===== src/rtl/i2c_pkg.sv =====
// rtl/i2c_pkg.sv - shared types for the I2C command sequencer
package i2c_pkg;

    localparam int I2C_CMD_W = 24;

    typedef struct packed {
        logic       wr_rd;
        logic [6:0] chip_addr;
        logic [7:0] reg_addr;
        logic [7:0] tx_data;
    } i2c_cmd_t;

    typedef enum logic [2:0] {
        IDLE = 3'd0,
        LOAD = 3'd1,
        REQ  = 3'd2,
        ACK  = 3'd3,
        REL  = 3'd4,
        DONE = 3'd5
    } seq_state_t;

endpackage


===== src/rtl/i2c_cmd_ram.sv =====
// rtl/i2c_cmd_ram.sv - command table storage, one write port and one registered read port
module i2c_cmd_ram #(
    parameter int DEPTH = 16,
    parameter int W     = 24,
    localparam int AW   = $clog2(DEPTH)
) (
    input  logic          clk,
    input  logic          we,
    input  logic [AW-1:0] waddr,
    input  logic [W-1:0]  wdata,
    input  logic [AW-1:0] raddr,
    output logic [W-1:0]  rdata
);

    logic [W-1:0] mem [DEPTH];

    always_ff @(posedge clk) begin
        if (we) begin
            mem[waddr] <= wdata;
        end
        rdata <= mem[raddr];
    end

endmodule


===== src/rtl/i2c_cmd_seq_sv.sv =====
// rtl/i2c_cmd_seq_sv.sv - replays a table of I2C transactions over the master req/ack handshake
// Optional ack/release watchdog: I2C_SEQ_TIMEOUT_EN
module i2c_cmd_seq_sv
    import i2c_pkg::*;
#(
    parameter int DEPTH   = 16,
`ifdef I2C_SEQ_TIMEOUT_EN
    parameter int TMO_CYC = 1 << 20,
`endif
    parameter int COMP    = 250,
    localparam int AW     = $clog2(DEPTH)
) (
    input  logic          clk,
    input  logic          reset,
    input  logic          cmd_we,
    input  logic [AW-1:0] cmd_addr,
    input  logic [23:0]   cmd_wdata,
    input  logic [AW:0]   cmd_cnt,
    input  logic          start,
    output logic          busy,
    output logic          done,
    output logic [AW-1:0] cur_idx,
    input  logic [AW-1:0] rb_addr,
    output logic [7:0]    rb_data,
`ifdef I2C_SEQ_TIMEOUT_EN
    output logic          timeout,
`endif
    output logic          m_tr_en,
    output logic [9:0]    m_comp,
    output logic [6:0]    m_chip_addr,
    output logic [7:0]    m_reg_addr,
    output logic [7:0]    m_tx_data,
    output logic          m_wr_rd,
    output logic          m_tx_rx_req,
    input  logic          m_tx_rx_req_ack,
    input  logic [7:0]    m_rx_data
);

    localparam int          CW      = AW + 1;
    localparam logic [AW:0] CNT_MAX = CW'(DEPTH);
    localparam logic [AW:0] CNT_ONE = CW'(1);

    seq_state_t              state, state_d;
    logic [AW-1:0]           idx, idx_d;
    logic [AW:0]             cnt_q, cnt_d, cnt_clamp;
    logic                    load_cmd;
    logic                    rb_we;
    i2c_cmd_t                cur_cmd;
    logic [I2C_CMD_W-1:0]    ram_rdata;
    logic [7:0]              rb [DEPTH];

`ifdef I2C_SEQ_TIMEOUT_EN
    localparam logic [20:0] TMO_LAST = 21'(TMO_CYC - 1);
    logic [20:0] tmo_cnt;
    logic        timeout_set;
    logic        timeout_clr;
`endif

    assign cnt_clamp = (cmd_cnt > CNT_MAX) ? CNT_MAX : cmd_cnt;

    // Read address follows the next index so the entry is ready by the end of LOAD.
    i2c_cmd_ram #(
        .DEPTH(DEPTH),
        .W    (I2C_CMD_W)
    ) u_ram (
        .clk  (clk),
        .we   (cmd_we && (state == IDLE)),
        .waddr(cmd_addr),
        .wdata(cmd_wdata),
        .raddr(idx_d),
        .rdata(ram_rdata)
    );

    always_comb begin
        state_d  = state;
        idx_d    = idx;
        cnt_d    = cnt_q;
        load_cmd = 1'b0;
        rb_we    = 1'b0;
`ifdef I2C_SEQ_TIMEOUT_EN
        timeout_set = 1'b0;
        timeout_clr = 1'b0;
`endif
        case (state)
            IDLE: begin
                if (start) begin
                    cnt_d   = cnt_clamp;
                    idx_d   = '0;
                    state_d = (cnt_clamp == '0) ? DONE : LOAD;
`ifdef I2C_SEQ_TIMEOUT_EN
                    timeout_clr = 1'b1;
`endif
                end
            end
            LOAD: begin
                load_cmd = 1'b1;
                state_d  = REQ;
            end
            REQ: state_d = ACK;
            ACK: begin
                if (m_tx_rx_req_ack) begin
                    rb_we   = !cur_cmd.wr_rd;
                    state_d = REL;
                end
            end
            REL: begin
                if (!m_tx_rx_req_ack) begin
                    if ({1'b0, idx} == cnt_q - CNT_ONE) begin
                        state_d = DONE;
                    end else begin
                        idx_d   = idx + AW'(1);
                        state_d = LOAD;
                    end
                end
            end
            DONE:    state_d = IDLE;
            default: state_d = IDLE;
        endcase
`ifdef I2C_SEQ_TIMEOUT_EN
        if (((state == ACK) || (state == REL)) && (state_d == state) && (tmo_cnt == TMO_LAST)) begin
            state_d     = DONE;
            timeout_set = 1'b1;
        end
`endif
    end

    always_ff @(posedge clk) begin
        if (reset) begin
            state   <= IDLE;
            idx     <= '0;
            cnt_q   <= '0;
            cur_cmd <= '0;
        end else begin
            state <= state_d;
            idx   <= idx_d;
            cnt_q <= cnt_d;
            if (load_cmd) begin
                cur_cmd <= i2c_cmd_t'(ram_rdata);
            end
        end
    end

    always_ff @(posedge clk) begin
        if (rb_we) begin
            rb[idx] <= m_rx_data;
        end
    end

`ifdef I2C_SEQ_TIMEOUT_EN
    // Counter restarts on every state change, so it measures time spent in one wait state.
    always_ff @(posedge clk) begin
        if (reset || (state_d != state)) begin
            tmo_cnt <= '0;
        end else if ((state == ACK) || (state == REL)) begin
            tmo_cnt <= tmo_cnt + 21'd1;
        end
    end

    always_ff @(posedge clk) begin
        if (reset || timeout_clr) begin
            timeout <= 1'b0;
        end else if (timeout_set) begin
            timeout <= 1'b1;
        end
    end
`endif

    assign busy        = (state == LOAD) || (state == REQ) || (state == ACK) || (state == REL);
    assign done        = (state == DONE);
    assign m_tr_en     = busy;
    assign m_tx_rx_req = (state == REQ) || (state == ACK);
    assign cur_idx     = idx;
    assign rb_data     = rb[rb_addr];
    assign m_comp      = 10'(COMP);
    assign m_chip_addr = cur_cmd.chip_addr;
    assign m_reg_addr  = cur_cmd.reg_addr;
    assign m_tx_data   = cur_cmd.tx_data;
    assign m_wr_rd     = cur_cmd.wr_rd;

endmodule


===== config.mk =====
export PLATFORM = sky130hd
export DESIGN_NAME = i2c_cmd_seq_sv
export DESIGN_NICKNAME = d
export VERILOG_FILES = /design/src/rtl/i2c_pkg.sv /design/src/rtl/i2c_cmd_ram.sv /design/src/rtl/i2c_cmd_seq_sv.sv
export SDC_FILE = /design/constraint.sdc
export NUM_CORES = 1
export LEC_CHECK = 0
export ABC_CLOCK_PERIOD_IN_PS = 9500
export BUFFER_PORTS_ARGS = -buffer_cell sky130_fd_sc_hd__buf_4
export CAP_MARGIN = 20
export CORE_AREA = 2 2 213 215
export DETAILED_ROUTE_END_ITERATION = 6
export DIE_AREA = 0 0 215 217
export PLACE_DENSITY_LB_ADDON = 0.08
export SYNTH_ARGS = -nofsm -noshare
export SYNTH_HDL_FRONTEND = slang
export SYNTH_SLANG_ARGS = --single-unit

===== constraint.sdc =====
create_clock -name clk -period 9.5 [get_ports clk]
set_input_delay 0.475 -clock clk [delete_from_list [all_inputs] [get_ports clk]]
set_output_delay 0.475 -clock clk [all_outputs]
set_load 0.03 [all_outputs]

==> results.toml, run 1 <==
[timing]
fin_skew_ns = 0.0251
finalSetupTns_ns = 0
post-route-min-period_ns = 4.12
rsz0062_at_grt = "no"
hold_viol_final = 0
slew_headroom_pct = 28.8
slew_viol_final = 0
fin_crit_sh_pct = 43.3
fmax_ghz = 0.243
setup_viol = 0
worst_slack_ns = 5.38
worstMarginPinSlew_ns = 1.07

[floorplan]
die_h_um = 217
start_util_pct = 49.3
die_area_um2 = 46700
rows = 78
coreArea_um2 = 44700
fp.dieW_um = 215
pin_count = 100

[global_route]
grt_overflow_total = 0
grt_max_degree = 98
antenna_found_initial = 0
grt_pass1_vias = 10500
grt_use_total_pct = 19.8
grt_pass1_wl_um = 67700

[final_layout]
nNetsFinal = 1232
antenna_cells = 0
multi_input_comb_area_um2 = 5150
stdcell_area_um2 = 25300
final_core_util_pct = 56.7
drive_gt1_share_pct = 26.9
regArea_um2 = 16600
fillers = 3447
area_growth_pct = 15.0

[yosys]
avgSynthCellArea_um2 = 20.8
synth_edf_count = 512
ys_top_cells_by_count = "edfxtp_1, mux4_2, mux2i_1"
synth_top_area_cell = "edfxtp_1"
syn_inst = 1057
synth_seq_cells = 572
ys.flop_type = "edfxtp_1"
post-synth-top-count-cell = "edfxtp_1"
synth_cell_types = 47
synthTopCellsByArea = "edfxtp_1, mux4_2, dfxtp_1"
syn_area_um2 = 22000
ys_seq_area_share_pct = 75.2
async_reset_ff_share_pct = 0
synth_top_area_share_pct = 69.8
ys_warn_count = 0

[min_path]
hold_end = "u_ram.mem[4][14]"
hp-class = "in2reg"
hold_depth = 1
hp-start = "cmd_wdata[14]"

[clocking]
cts-root-buf = "clkbuf_16"
cts_tree = "done"
ctsHoldBuffers = 0
cts_resized = 0
cts.sinks = 572
clock_path_buffers = 3
numCtsBuffers = 58
htreeDepth = 2
insertion_delay_ns = 0.61
clkTransAtPathRegs_ns = 0.06
post_cts_buffers = 0

[setup_path]
timing.rr.end = "u_ram.rdata[12]"
crit_required_ns = 9.96
cp-end-kind = "flip-flop"
path_class = "reg2reg"
crit_arrival_ns = 4.58
critPathMaxFanout = 58
r2r-start = "cnt_q[0]"
startpoint_type = "flip-flop"
r2r_cells = 12
rrSetupSlack_ns = 5.38

[detailed_routing]
wl_um = 45300
drt_iter0_markers = 657
drcViolationCount = 0
dr.pass1.iters = 4
via_per_inst = 5.59
wl_per_cell_um = 24.8
route.vias.total = 10200
ant_nets = 0

[place]
place_ws_ns = 5.29
placed_area_um2 = 23400
portBuffers = 89
place_congestion = 0.730
dp_hpwl_um = 24900

[pwr]
p_leak_nw = 8.16
power.total_w = 0.00524
power_density_nw_per_um2 = 207
max-vdd-ir-drop_mv = 0.131

[outcome]
outcome = "complete, no violations"

[run]
drv_cap = 0
## critical path, cell delays in order (launching register included)
cell and delay [ns]:
dfxtp_1 0.38, inv_1 0.06, ha_1 0.25, o21ba_1 0.19
a221o_1 0.37, a2111oi_4 0.47, o211ai_1 0.13, o211ai_1 0.14
buf_4 0.52, buf_4 0.76, mux4_2 0.41, mux2i_1 0.18
mux2i_1 0.11
## layout make-up
type,count,area share (%)
sequential,572,65.4
multi-input combinational,421,20.3
clock buffer,70,6.23
timing repair buffer,116,3.71
tap,600,2.96
clock inverter,38,1.24
inverter,8,0.118
## power by group
group / leakage [nW] / switching (W) / internal (W) / total [W]
Clock: 0.955 / 0.000927 / 0.00131 / 0.00224
Combinational: 2.09 / 0.000146 / 0.0000758 / 0.000222
Sequential: 5.11 / 0.0000119 / 0.00277 / 0.00278
## registers in the layout, summed over array words and instances, names as in the netlist
register     cells
m_reg_addr       8
cnt_q            5
u_ram.rdata     24
m_chip_addr      7
u_ram.mem      384
cur_idx          4
state            3
m_tx_data        8
m_wr_rd          1
rb             128
## cells in the final DEF (no fill, tap or decap), drive strengths merged, types with 2 or more instances in the layout
cell type,n
edfxtp,512
mux4,136
buf,116
mux2i,74
clkbuf,70
nand2,63
dfxtp,60
nor2,39
a21oi,31
clkinv,30
nor3,12
conb,10
inv,10
nand3,7
xnor2,6
ha,5
bufinv,5
nand2b,4
nor3b,4
nand4,3
nor2b,3
o21ai,3
o211ai,2
and3,2
o22ai,2
a211oi,2
or2,2
## cells by family (layout without fill, tap and decap cells)
family | Yosys count | in the layout | synth area share, %
mux | 210 | 210 | 17.9
fa+ha+maj | 5 | 5 | 0.284
simple gates | 143 | 143 | 2.83
flops | 572 | 572 | 75.2
buf+inv | 72 | 232 | 2.06
compound gates | 47 | 47 | 1.39
xor+xnor | 6 | 6 | 0.239
other cells | 2 | 10 | 0.0341
## metrics by stage
stage / cells / hold WS [ns]
2_1_floorplan: 1065 / 0.417
3_5_place_dp: 1716 / 0.429
4_1_cts: 1824 / 0.126
3_3_place_gp: 1713 / 0.428
5_1_grt: 1825 / 0.160
6_report: 1825 / 0.172
## per-layer routing
layer / share of wire [%] / track usage (%) / routed length, um / vias up
li1: - / - / - / 4545
met1: 44 / 27.6 / 20100 / 5384
met2: 50 / 33.1 / 22500 / 223
met3: 4.1 / 2.98 / 1860 / 57
met4: 1.8 / 5.38 / 805 / 0
met5: 0 / 0 / 0 / -
## worst max path at each step
stage	start	to	slack, ns	cells after the start
final	cnt_q[0]	u_ram.rdata[12]	5.38	12
after global routing	cnt_q[0]	u_ram.rdata[11]	5.06	12
after CTS	cnt_q[0]	u_ram.rdata[20]	5.28	12
after detailed placement	cnt_q[0]	u_ram.rdata[12]	5.29	12
after global placement	cnt_q[0]	u_ram.rdata[20]	5.33	12
after floorplan	state[0]	u_ram.mem[0][0]	6.02	6
Power figures use the tool's default switching activity.
==> run 2, diff against run 1 <==
--- a/config.mk
+++ b/config.mk
@@ -5,7 +5,7 @@
 export SDC_FILE = /design/constraint.sdc
 export NUM_CORES = 1
 export LEC_CHECK = 0
-export ABC_CLOCK_PERIOD_IN_PS = 9500
+export ABC_CLOCK_PERIOD_IN_PS = 3520
 export BUFFER_PORTS_ARGS = -buffer_cell sky130_fd_sc_hd__buf_4
 export CAP_MARGIN = 20
 export CORE_AREA = 2 2 213 215
==> constraint.sdc (replaced) <==
create_clock -name clk -period 3.52 [get_ports clk]
set_input_delay 0.176 -clock clk [delete_from_list [all_inputs] [get_ports clk]]
set_output_delay 0.176 -clock clk [all_outputs]
set_load 0.03 [all_outputs]
==> results.toml, run 2 (synthesis results as in run 1) <==
[outcome]
outcome = "complete, no violations"

[final_layout]
most-common-layout-cells = "edfxtp_1, buf_4, mux4_2"
area_growth_pct = 19.6
mostFrequentLayoutCell = "edfxtp_1"
largest-register = "u_ram.mem"
antenna_cells = 0
nNetsFinal = 1307
largest_reg_flops = 384
top_regs = "u_ram.mem: 384 flops, rb: 128 flops, u_ram.rdata: 24 flops"
drive_gt1_share_pct = 27.4
stdcell_area_um2 = 26300

[clocking]
htreeDepth = 2
clock_path_buffers = 3
cts.sinks = 572
cts_tree = "done"
numCtsBuffers = 59
cts-root-buf = "clkbuf_16"
clkTransAtPathRegs_ns = 0.06
insertion_delay_ns = 0.60

[global_route]
grt_overflow_total = 0
grt_pass1_vias = 11000
grt_pass1_wl_um = 69100
antenna_found_initial = 1
grt_use_total_pct = 20.2
grt_max_degree = 38

[pwr]
max-vdd-ir-drop_mv = 0.396
pwr-share-seq_pct = 52.0
p_clk_share_pct = 43.5
power_density_nw_per_um2 = 548
swShare_pct = 19.9
p_sw_w = 0.00287
p_leak_nw = 8.60
pwr-share-comb_pct = 4.5
p_int_w = 0.0116

[timing]
worstMarginPinSlew_ns = 0.823
fmax_ghz = 0.297
finalSetupTns_ns = 0
rsz0062_at_grt = "no"
slew_viol_final = 0
post-route-min-period_ns = 3.37
hold_viol_final = 0
fin_skew_ns = 0.0140
fin_crit_sh_pct = 95.8
slew_headroom_pct = 44.9
setup_viol = 0

[detailed_routing]
drcViolationCount = 0
via_per_inst = 5.51
dr.pass1.iters = 5
route.vias.total = 10500
ant_nets = 0
wl_per_cell_um = 24.3
wl_um = 46200
drt_iter0_markers = 872

[setup_path]
critPathBufInv = 4
slowest_delay_ns = 0.56
critPathLaunch = "cnt_q[0]"
cp_cell_sequence = "inv_1, ha_1, o21ba_1, a221o_1, a2111oi_4, mux2i_2, a211oi_4, buf_6, clkbuf_16, buf_12, mux4_1, mux2i_1, mux2i_1"
timing.rr.end = "u_ram.rdata[1]"
rrSetupSlack_ns = 0.15
path_class = "reg2reg"
crit_required_ns = 3.98
cp-end-kind = "flip-flop"
path_common_cell = "mux2i_1"
slowest_stage = "mux4_1"
cp_top_family = "compound AO/OA/AOI/OAI gates"
crit_arrival_ns = 3.83
critPathMaxFanout = 10
r2r-start = "cnt_q[0]"
r2r_cells = 13
startpoint_type = "flip-flop"

[place]
placed_area_um2 = 23900
dp_hpwl_um = 26400
portBuffers = 89
place_congestion = 0.714

[floorplan]
die_area_um2 = 46700
die_h_um = 217
pin_count = 100
start_util_pct = 49.3
fp.dieW_um = 215
coreArea_um2 = 44700
rows = 78

[min_path]
hold_depth = 4
hp-start = "cmd_cnt[0]"
hp-class = "in2reg"
hold_end = "cnt_q[0]"

[run]
drv_cap = 0
-- run 2: changes by cell type in the layout (fill, tap and decap cells not counted), moves of 4 or more --
| cell | change |
|---|---|
| clkbuf_1 | +18 |
| dlygate4sd3_1 | +39 |
| clkinv_2 | -16 |
| buf_4 | +15 |
| clkinv_1 | -4 |
| buf_12 | +16 |
| clkbuf_8 | +5 |
-- run 2: cell type report --
type                    count  area [um^2]
fillers                  3359        18400
flip-flops and latches    572        16600
multi-input cells         421         5150
repair buffers            190         1840
clock buffers              95         1760
well taps                 600          751
clock inverters            16          225
inverters                   8         30.0
-- run 2: worst max path at each step --
stage	to	depth (start not counted)
2_1_floorplan	u_ram.mem[0][0]	6
3_3_place_gp	u_ram.rdata[23]	12
3_5_place_dp	u_ram.rdata[5]	12
4_1_cts	u_ram.rdata[10]	12
5_1_grt	u_ram.rdata[23]	12
6_report	u_ram.rdata[1]	13
-- run 2: tightest hold or removal path, stage by stage --
cell and delay, ns:
buf_4 0.11, nor3b_1 0.13, a21oi_1 0.13, nor2_1 0.05
-- run 2: per-layer routing --
metal	global-route usage, %	vias up	wire length (um)
met2	35.1	217	23700
met4	5.17	2	780
met3	2.99	58	1890
li1	-	4694	-
met1	27.1	5505	19800
met5	0	-	11
-- run 2: what timing repair did --
item	in CTS	in global routing
setup buffers	0	2
hold buffers	39	0
endpoints found under the hold margin	520	0
pin swaps	0	2
endpoints found under the setup margin	8	24
gates resized for setup	0	6
gates cloned	1	1
-- run 2: per-stage QoR --
step / worst slack [ns] / utilization [%] / total power, W / hold slack (ns) / std cells
2_1_floorplan: 0.0399 / - / 0.00797 / 0.275 / 1065
3_3_place_gp: 0.0606 / 53.4 / 0.00825 / 0.428 / 1748
3_5_place_dp: -0.00416 / 53.4 / 0.00826 / 0.427 / 1748
4_1_cts: 0.00357 / 58.8 / 0.0146 / 0.00617 / 1899
5_1_grt: 0.00165 / 58.9 / 0.0149 / 0.0494 / 1902
6_report: 0.149 / 58.9 / 0.0144 / 0.0434 / 1902
-- run 2: power groups by stage --
stage | logic (W) | clock network [W] | registers [W]
2_1_floorplan | 0.000296 | 0 | 0.00767
3_3_place_gp | 0.000611 | 0 | 0.00764
3_5_place_dp | 0.000619 | 0 | 0.00764
4_1_cts | 0.000658 | 0.00644 | 0.00750
5_1_grt | 0.000701 | 0.00670 | 0.00750
6_report | 0.000650 | 0.00628 | 0.00750
==> run 3, diff against run 2 <==
--- a/config.mk
+++ b/config.mk
@@ -8,10 +8,10 @@
 export ABC_CLOCK_PERIOD_IN_PS = 3520
 export BUFFER_PORTS_ARGS = -buffer_cell sky130_fd_sc_hd__buf_4
 export CAP_MARGIN = 20
-export CORE_AREA = 2 2 213 215
+export CORE_AREA = 10 10 221 223
 export DETAILED_ROUTE_END_ITERATION = 6
-export DIE_AREA = 0 0 215 217
-export PLACE_DENSITY_LB_ADDON = 0.08
+export DIE_AREA = 0 0 231 233
+export PLACE_DENSITY = 0.73
 export SYNTH_ARGS = -nofsm -noshare
 export SYNTH_HDL_FRONTEND = slang
 export SYNTH_SLANG_ARGS = --single-unit
==> results.toml, run 3 (synthesis results as in run 1) <==
[outcome]
outcome = "complete, no violations"

[pwr]
p_clk_share_pct = 42.4
pwr-share-comb_pct = 4.6
p_sw_w = 0.00289
p_int_w = 0.0113
swShare_pct = 20.4
max-vdd-ir-drop_mv = 0.435
pwr-share-seq_pct = 52.9
power.total_w = 0.0142
p_leak_nw = 8.53
power_density_nw_per_um2 = 541

[setup_path]
path_class = "reg2reg"
cp-end-kind = "flip-flop"
startpoint_type = "flip-flop"
r2r_cells = 12
crit_arrival_ns = 3.80
slowest_delay_ns = 0.53
path_common_cell = "mux2i_1"
critPathMaxFanout = 18
slowest_stage = "mux4_2"
cp_cell_sequence = "inv_1, ha_2, o21ba_1, a221o_1, a2111oi_4, mux2i_1, a211oi_4, buf_12, buf_16, mux4_2, mux2i_2, mux2i_1"
crit_required_ns = 3.98

[final_layout]
most-common-layout-cells = "edfxtp_1, buf_4, mux4_2"
largest-register = "u_ram.mem"
area_growth_pct = 18.8
stdcell_area_um2 = 26200
drive_gt1_share_pct = 27.5
final_core_util_pct = 59.3
largest_reg_flops = 384
nNetsFinal = 1304
top_regs = "u_ram.mem: 384 flops, rb: 128 flops, u_ram.rdata: 24 flops"
mostFrequentLayoutCell = "edfxtp_1"

[place]
dp_hpwl_um = 26400
place_ws_ns = 0.0598
place_congestion = 0.754
portBuffers = 89
placed_area_um2 = 23700

[timing]
setup_viol = 0
worst_slack_ns = 0.180
slew_viol_final = 0
worstMarginPinSlew_ns = 0.860
post-route-min-period_ns = 3.34
fmax_ghz = 0.299
fin_crit_sh_pct = 94.9
slew_headroom_pct = 42.5
rsz0062_at_grt = "no"
finalSetupTns_ns = 0
hold_viol_final = 0
fin_skew_ns = 0.0284

[global_route]
grt_overflow_total = 0
grt_pass1_wl_um = 70400
grt_max_degree = 50
grt_pass1_vias = 11200
antenna_found_initial = 3
grt_use_total_pct = 17.3

[clocking]
cts-root-buf = "clkbuf_16"
clock_path_buffers = 3
insertion_delay_ns = 0.60
cts_tree = "done"
cts.sinks = 572
htreeDepth = 2
numCtsBuffers = 55
clkTransAtPathRegs_ns = 0.07

[run]
drv_cap = 0

[detailed_routing]
dr.pass1.iters = 5
via_per_inst = 5.67
wl_um = 46900
ant_nets = 0
drt_iter0_markers = 846
drcViolationCount = 0
wl_per_cell_um = 24.9
route.vias.total = 10700

[floorplan]
die_area_um2 = 53800
rows = 77
pin_count = 100
coreArea_um2 = 44100
fp.dieW_um = 231
die_h_um = 233
start_util_pct = 49.9

[min_path]
hp-class = "in2reg"
hold_depth = 2
## run 3: cell count changes in the layout (fill, tap and decap cells not counted), moves of 2 or more
| cell | delta |
|---|---|
| clkinvlp_4 | +2 |
| buf_12 | -6 |
| clkbuf_1 | -8 |
| clkbuf_8 | -4 |
| clkinv_2 | +2 |
| buf_4 | +5 |
| buf_16 | +2 |
| clkbuf_16 | -3 |
## run 3: power groups by stage
stage / sequential, W / combinational, W / clock (W)
after global routing: 0.00750 / 0.000707 / 0.00638
after floorplan: 0.00767 / 0.000296 / 0
after global placement: 0.00764 / 0.000597 / 0
after detailed placement: 0.00764 / 0.000614 / 0
final: 0.00750 / 0.000658 / 0.00601
after CTS: 0.00750 / 0.000656 / 0.00612
## run 3: worst paths after layout
check,start,to,slack (ns)
setup / recovery,cnt_q[1],u_ram.rdata[10],0.18
hold reg to reg,u_ram.rdata[3],m_tx_data[3],0.44
setup reg to reg,cnt_q[1],u_ram.rdata[10],0.18
hold / removal,reset,state[0],0.04
## run 3: layout make-up
type / instances / area, um^2
antenna: 1 / 2.50
tap: 592 / 741
clock buffer: 79 / 1580
clock inverter: 23 / 288
timing repair buffer: 191 / 1810
fill: 3180 / 18000
multi-input combinational: 421 / 5150
inverter: 8 / 30.0
sequential: 572 / 16600
## run 3: metrics by stage
step | hold WS (ns) | std cells
after detailed placement | 0.432 | 1730
after global routing | 0.0347 | 1887
final | 0.0394 | 1887
after CTS | 0.00728 | 1872
after floorplan | 0.275 | 1065
after global placement | 0.420 | 1730
## run 3: per-layer routing
| metal | vias up | routed length, um | track usage (%) |
|---|---|---|---|
| met5 | - | 27 | 0 |
| met4 | 4 | 979 | 4.38 |
| met3 | 76 | 2910 | 3.52 |
| met2 | 353 | 23700 | 29.2 |
| met1 | 5578 | 19300 | 22.5 |
| li1 | 4696 | - | - |
## run 3: critical path, delay by kind of cell, from the launching register on
kind            cells  cell delay, ns
compound gates      4            1.17
fa+ha+maj           1            0.19
buf+inv             3            0.45
flops               1            0.35
mux                 4            1.02
## run 3: timing repair
item,in CTS,in global routing
hold buffers,40,0
setup endpoints to repair,2,23
pin swaps,0,2
setup buffers,0,12
endpoints found under the hold margin,520,0
gates resized for setup,1,6
gates cloned,0,2
